--- src/rtl/w_fifo_drain.sv ---
// Read side of the W-channel crossing: pops beats from w_fifo and drives an AXI4
// W master port. Beats are released only against burst lengths accepted from the
// AW side, and WLAST is regenerated from a per-burst beat count.
//
// Handshakes: a transfer happens on a rising clk edge where valid && ready are
// both high. A valid, once raised, stays high with its payload unchanged until
// that edge. The len_* pair follows the same rule. fifo_pop is a combinational
// request that the w_fifo front is consumed at the coming edge.
`timescale 1ns/1ps
module w_fifo_drain #(
  parameter int DATA_WIDTH = 32,
  parameter int STRB_WIDTH = 4,
  parameter int LEN_DEPTH  = 4
) (
  input  logic                  clk,
  input  logic                  nrst,
  input  logic                  len_valid,
  input  logic [7:0]            len_data,
  output logic                  len_ready,
  input  logic                  fifo_empty,
  input  logic [DATA_WIDTH-1:0] fifo_WDATA,
  input  logic [STRB_WIDTH-1:0] fifo_WSTRB,
  input  logic                  fifo_WLAST,
  output logic                  fifo_pop,
  output logic [DATA_WIDTH-1:0] WDATA,
  output logic [STRB_WIDTH-1:0] WSTRB,
  output logic                  WLAST,
  output logic                  WVALID,
  input  logic                  WREADY,
  output logic                  last_err,
  input  logic                  err_clr,
  output logic                  burst_busy,
  output logic                  dbg_state
);

  localparam int PW = $clog2(LEN_DEPTH);
  localparam logic [PW:0] PTR_ONE = (PW+1)'(1);

  typedef enum logic {IDLE = 1'b0, BURST = 1'b1} state_e;

  // Length queue: pointers carry one extra wrap bit to tell full from empty.
  logic [7:0]  len_mem_q [LEN_DEPTH];
  logic [PW:0] wr_ptr_q, rd_ptr_q;
  logic        q_empty, q_full, q_push, q_pop;
  logic [7:0]  q_head;

  state_e                  state_q;
  logic [7:0]              cnt_q;
  logic [DATA_WIDTH-1:0]   wdata_q;
  logic [STRB_WIDTH-1:0]   wstrb_q;
  logic                    wlast_q;
  logic                    wvalid_q;
  logic                    err_q;
  logic                    last_beat;
  logic                    issue;

  assign q_empty   = (wr_ptr_q == rd_ptr_q);
  assign q_full    = (wr_ptr_q[PW] != rd_ptr_q[PW]) &&
                     (wr_ptr_q[PW-1:0] == rd_ptr_q[PW-1:0]);
  assign q_head    = len_mem_q[rd_ptr_q[PW-1:0]];
  // No bypass: a full queue refuses even when it is being popped this cycle.
  assign len_ready = !q_full;
  assign q_push    = len_valid && !q_full;

  assign last_beat = (cnt_q == 8'd0);
  // A beat moves only in BURST, when w_fifo has one and the output slot frees.
  assign issue     = (state_q == BURST) && !fifo_empty && (!wvalid_q || WREADY);
  // Head is consumed when a burst starts from IDLE or chains after the last beat.
  assign q_pop     = !q_empty && ((state_q == IDLE) || (issue && last_beat));

  assign fifo_pop   = issue;
  assign WDATA      = wdata_q;
  assign WSTRB      = wstrb_q;
  assign WLAST      = wlast_q;
  assign WVALID     = wvalid_q;
  assign last_err   = err_q;
  assign burst_busy = (state_q == BURST) || wvalid_q;
  assign dbg_state  = state_q;

  // Length storage; contents need no reset because the pointers gate reads.
  always_ff @(posedge clk) begin
    if (q_push) len_mem_q[wr_ptr_q[PW-1:0]] <= len_data;
  end

  // Length queue pointers.
  always_ff @(posedge clk or negedge nrst) begin
    if (!nrst) begin
      wr_ptr_q <= '0;
      rd_ptr_q <= '0;
    end else begin
      if (q_push) wr_ptr_q <= wr_ptr_q + PTR_ONE;
      if (q_pop)  rd_ptr_q <= rd_ptr_q + PTR_ONE;
    end
  end

  // Burst FSM: cnt holds beats remaining minus one; chains bursts without a bubble.
  always_ff @(posedge clk or negedge nrst) begin
    if (!nrst) begin
      state_q <= IDLE;
      cnt_q   <= 8'd0;
    end else begin
      case (state_q)
        IDLE: begin
          if (!q_empty) begin
            cnt_q   <= q_head;
            state_q <= BURST;
          end
        end
        BURST: begin
          if (issue) begin
            if (!last_beat) begin
              cnt_q <= cnt_q - 8'd1;
            end else if (!q_empty) begin
              cnt_q <= q_head;
            end else begin
              state_q <= IDLE;
            end
          end
        end
        default: state_q <= IDLE;
      endcase
    end
  end

  // Output register: load on issue, drop valid only after an unreplaced handshake.
  always_ff @(posedge clk or negedge nrst) begin
    if (!nrst) begin
      wdata_q  <= '0;
      wstrb_q  <= '0;
      wlast_q  <= 1'b0;
      wvalid_q <= 1'b0;
    end else if (issue) begin
      wdata_q  <= fifo_WDATA;
      wstrb_q  <= fifo_WSTRB;
      wlast_q  <= last_beat;
      wvalid_q <= 1'b1;
    end else if (wvalid_q && WREADY) begin
      wvalid_q <= 1'b0;
    end
  end

  // Sticky flag for a carried WLAST that disagrees with the count; set beats clear.
  always_ff @(posedge clk or negedge nrst) begin
    if (!nrst) begin
      err_q <= 1'b0;
    end else if (issue && (fifo_WLAST != last_beat)) begin
      err_q <= 1'b1;
    end else if (err_clr) begin
      err_q <= 1'b0;
    end
  end

endmodule
--- config.mk ---
export PLATFORM = sky130hd
export DESIGN_NAME = w_fifo_drain
export DESIGN_NICKNAME = d
export VERILOG_FILES = /design/src/rtl/w_fifo_drain.sv
export SDC_FILE = /design/constraint.sdc
export NUM_CORES = 1
export LEC_CHECK = 0
export CORE_ASPECT_RATIO = 0.9
export CORE_MARGIN = 3
export CORE_UTILIZATION = 53
export DETAILED_ROUTE_END_ITERATION = 8
export PLACE_DENSITY_LB_ADDON = 0.1
export RECOVER_POWER = 50
export SETUP_SLACK_MARGIN = 0.02
export SKIP_LAST_GASP = 1
export SLEW_MARGIN = 20
export SYNTH_ARGS = -nofsm -noshare
export SYNTH_HDL_FRONTEND = slang
export SYNTH_SLANG_ARGS = --single-unit
export TNS_END_PERCENT = 5
--- constraint.sdc ---
create_clock -name clk -period 4.6 [get_ports clk]
set_input_delay 0.92 -clock clk [delete_from_list [all_inputs] [get_ports clk]]
set_output_delay 0.92 -clock clk [all_outputs]
set_load 0.03 [all_outputs]
# Yosys cells after proc, flatten, opt, wreduce, memory -nomap -nowiden
# Memories as Yosys holds them, arrays and structs flattened.
# Index checks and enable logic that the tools add are counted.
# classes
addsub	3
eq_ne	5
muxes	14
bitwise	1
n_reduce_logical	18
# ops
op	count
$mux 8	3
$pmux 8 s2	1
$mux 1	9
$logic_and 1x1->1	8
$logic_not 8->1	1
$sub 8x1->8 const B	1
$add 3x1->3 const B	2
$logic_not 1->1	4
$reduce_bool 2->1	2
$eq 3x3->1	1
$logic_or 1x1->1	3
$eq 2x2->1	1
$ne 1x1->1	2
$ne 2x1->1 const B	1
$pmux 1 s2	1
$not 1->1	1
# word_totals
reg_bits	54
ramBits	32
in_bits	51
out_inout_bits	43
wordCells	51
mem_count	1
# memory_table
memory	words	word_bits	rd	rd_ports_with_merged_regs	write_ports	line_no	rtl
len_mem_q	4	8	1	0	1	42	logic [7:0] len_mem_q [LEN_DEPTH];

# Logic depth before layout (Yosys ltp)
# depth
ltp_word	6
ltp_mapped	7
mapped_depth_nobuf	6

# Worst setup path before layout
# OpenSTA, ideal clock, no wires.
# synth_path
path_kind	input to output
start	in fifo_empty
end	out fifo_pop
t_arrival_ns	1.870
required_ns	3.680
slack_ns	1.810
stages	4
path_buffers	1
path_cell_list	nor2b_1 nand2_1 inv_1 clkbuf_1
# synth_between
elab_chain_len	3
# synth_lines
item	line_no	rtl
start: declaration	20	input logic fifo_empty,
$logic_not 1->1	67	assign issue = (state_q == BURST) && !fifo_empty && (!wvalid_q || WREADY);
$logic_and 1x1->1 (2 in series)	67	
end: declaration	24	output logic fifo_pop,
# No other way between the ends.

# Worst setup path in the final report
# layout_path
start	in fifo_empty
end	reg cnt_q[0]
# layout_between
elab_chain_len	4
# layout_lines
item	line_no	rtl
$logic_not 1->1	67	
$logic_and 1x1->1 (2 in series)	67	
$ne 2x1->1 (no source line)	-	
end signal: assignment	105	cnt_q <= q_head;
end signal: assignment	112	cnt_q <= cnt_q - 8'd1;
end signal: assignment	114	cnt_q <= q_head;
end: declaration	48	logic [7:0] cnt_q;
# No other way between the ends.
# A chain may end at the register's enable or synchronous reset.

==> flow_summary.json <==
{
  "root_buffer": "clkbuf_8",
  "dp_hpwl_mm": 5.594,
  "power_density_nw_per_um2": 483.0,
  "final_common_cell": "nand2_1",
  "slew_headroom_pct": -25.93,
  "antenna_left": 0,
  "synthesis.area_um2": 3747,
  "hp-class": "reg -> reg",
  "drv_slew": 74,
  "die_area_um2": 8117,
  "place_area_um2": 4727,
  "drt-initial-drc-count": 121,
  "globalplace.congestion": 0.9186,
  "ys_seq_elements": 86,
  "worst_slew_pin_slew_ps": 1889,
  "synth_flop_cell": "dfrtp_1",
  "violations": "max-capacitance violations, max-slew violations",
  "drtPass1Iterations": 4,
  "peakVddDrop_mv": 0.3153,
  "ys_types": 51,
  "cts_tree": "built",
  "fmax_mhz": 302.0,
  "end_kind": "flip-flop",
  "worstPathMaxFanout": 43,
  "crit_required_ps": 4850,
  "wl_per_cell_um": 15.19,
  "h-tree-depth": 3,
  "post_cts_buffers": 0,
  "synth_edf_count": 32,
  "n_fill_cell": 485,
  "syn_inst": 324,
  "power_leakage_nw": 2.085,
  "clk_pin_slew_ps": 80,
  "grt.overflow.total": 0,
  "grtUsageTotal_pct": 20.56,
  "pin_count": 94,
  "setup_viol": 0,
  "cts.sinks": 86,
  "coreArea_um2": 6726,
  "synthArstFlopShare_pct": 62.79,
  "wl_mm": 7.821,
  "outcome": "finished with violations",
  "route.detailed.drc": 0,
  "num_antenna_cells": 0,
  "vias": 2715,
  "setup_tns_ps": 0,
  "start_util_pct": 55.71,
  "yosysSeqAreaShare_pct": 61.70,
  "drive_gt1_share_pct": 8.235,
  "final-hold-violation-count": 0,
  "timing.final.crit_share_pct": 71.99,
  "die-width_um": 94.64,
  "fin_nets": 478,
  "rsz0062_at_grt": "false",
  "clockBufferDepth": 2,
  "synth-warning-count": 0,
  "fin_area_um2": 4883,
  "synth.avg_cell_area_um2": 11.57,
  "cts_resized": 0,
  "final_util_pct": 72.60,
  "p_total_mw": 2.359,
  "syn2layout_area_growth_pct": 30.32,
  "finalCriticalPeriod_ps": 3311,
  "ctsHoldBuffers": 0,
  "worstSkewPairLatency_ps": 340,
  "synthesis.nets": 382,
  "antenna_found_initial": 0,
  "die_y_um": 85.77,
  "fin_skew_ps": 6.448,
  "setup.worst_path.start_class": "primary input",
  "grt_pass1_vias": 2673,
  "std_cell_rows": 28,
  "holdWs_ps": 475.4,
  "io_buffers": 93,
  "grt_first_pass_wirelength_mm": 12.97,
  "worstPathArrival_ps": 3570,
  "final_cell_mix": "116 x nand2_1, 82 x clkdlybuf4s50_1, 54 x dfrtp_1, 32 x edfxtp_1, 11 x inv_1",
  "grt_max_degree": 44,
  "path_class": "in -> reg",
  "viasPerCell": 5.272,
  "cap_violations": 2,
  "cts_inserted_buffers": 9
}
-- final cells by class --
| class | instances | area (um2) | share of cell area [%] |
|---|---|---|---|
| sequential | 86 | 2312 | 47.35 |
| multi-input combinational | 215 | 1308 | 26.77 |
| timing repair buffer | 97 | 944.7 | 19.34 |
| clock buffer | 10 | 127.6 | 2.613 |
| tap | 90 | 112.6 | 2.306 |
| inverter | 11 | 41.29 | 0.8455 |
| clock inverter | 6 | 37.54 | 0.7686 |
-- synth_stat cells, drive strengths merged (2+ instances only) --
cell	n	area (um2)
edfxtp	32	960.9
nand2b	2	12.51
dfrtp	54	1351
o21ai	5	28.77
nor3	2	10.01
nand2	117	441.7
a211oi	2	15.01
nand4	5	31.28
or4	2	18.77
xor2	4	35.03
nor2	5	18.77
a21oi	5	25.02
o31ai	2	15.01
nor3b	2	15.01
nand3	7	35.03
xnor2	5	43.79
and2b	2	17.52
buf	4	36.28
nor4	2	12.51
and2	4	25.02
ha	7	87.58
o211ai	5	37.54
clkbuf	8	50.05
or3	2	12.51
o221ai	2	17.52
mux2	2	22.52
mux4	8	180.2
inv	11	41.29
-- state kept, by name, summed over array words and instances (netlist names), 3 cells and up --
name and cells:
rd_ptr_q 3, len_mem_q 32, WDATA 32, wr_ptr_q 3, WSTRB 4, cnt_q 8
-- cells by family (layout without fill, tap and decap cells) --
family,count (synthesis),after routing,synth area share (%)
XOR/XNOR,9,9,2.103
buffers and inverters,23,124,3.406
flip-flops,86,86,61.70
AO/OA/AOI/OAI,31,31,6.444
AND/OR/NAND/NOR,158,158,18.60
multiplexers,10,10,5.409
adder cells (fa/ha/maj),7,7,2.337
-- through the flow --
stage | cells | setup slack, ps
global route | 515 | 924.7
floorplan | 324 | 1810
detailed placement | 499 | 1605
CTS | 515 | 1490
finish | 515 | 1289
global placement | 499 | 1685
-- critical path, stage by stage --
cell,delay [ps]
dlygate4sd3_1,570
nor2b_1,110
nand2_1,100
clkbuf_1,1360
a21oi_1,220
a211oi_1,280
-- worst paths after layout --
kind / from / end / slack (ps) / depth (start not counted)
worst max register to register: dbg_state / cnt_q[0] / 1710 / 5
min in group asynchronous: nrst / WVALID / 880 / 1
worst min register to register: WDATA[25] / WDATA[25] / 480 / 2
max in group asynchronous: nrst / WDATA[12] / 1690 / 2
worst min-delay path: WDATA[25] / WDATA[25] / 480 / 2
worst max-delay path: fifo_empty / cnt_q[0] / 1290 / 6
-- power by group --
| part | internal [mW] | total (mW) | leakage, nW | switching, mW |
|---|---|---|---|---|
| logic | 0.360 | 0.832 | 1.05 | 0.472 |
| registers | 0.963 | 1.08 | 0.957 | 0.117 |
| clock network | 0.194 | 0.446 | 0.0817 | 0.252 |
-- metal layers --
| metal | vias up | global-route usage (%) | routed length (um) |
|---|---|---|---|
| met3 | 5 | 5.351 | 544 |
| met4 | 0 | 4.849 | 40 |
| li1 | 1309 | - | - |
| met5 | - | 0 | 0 |
| met1 | 1295 | 28.52 | 3376 |
| met2 | 106 | 32.84 | 3859 |
No activity file was read; power rests on OpenSTA's default activity.
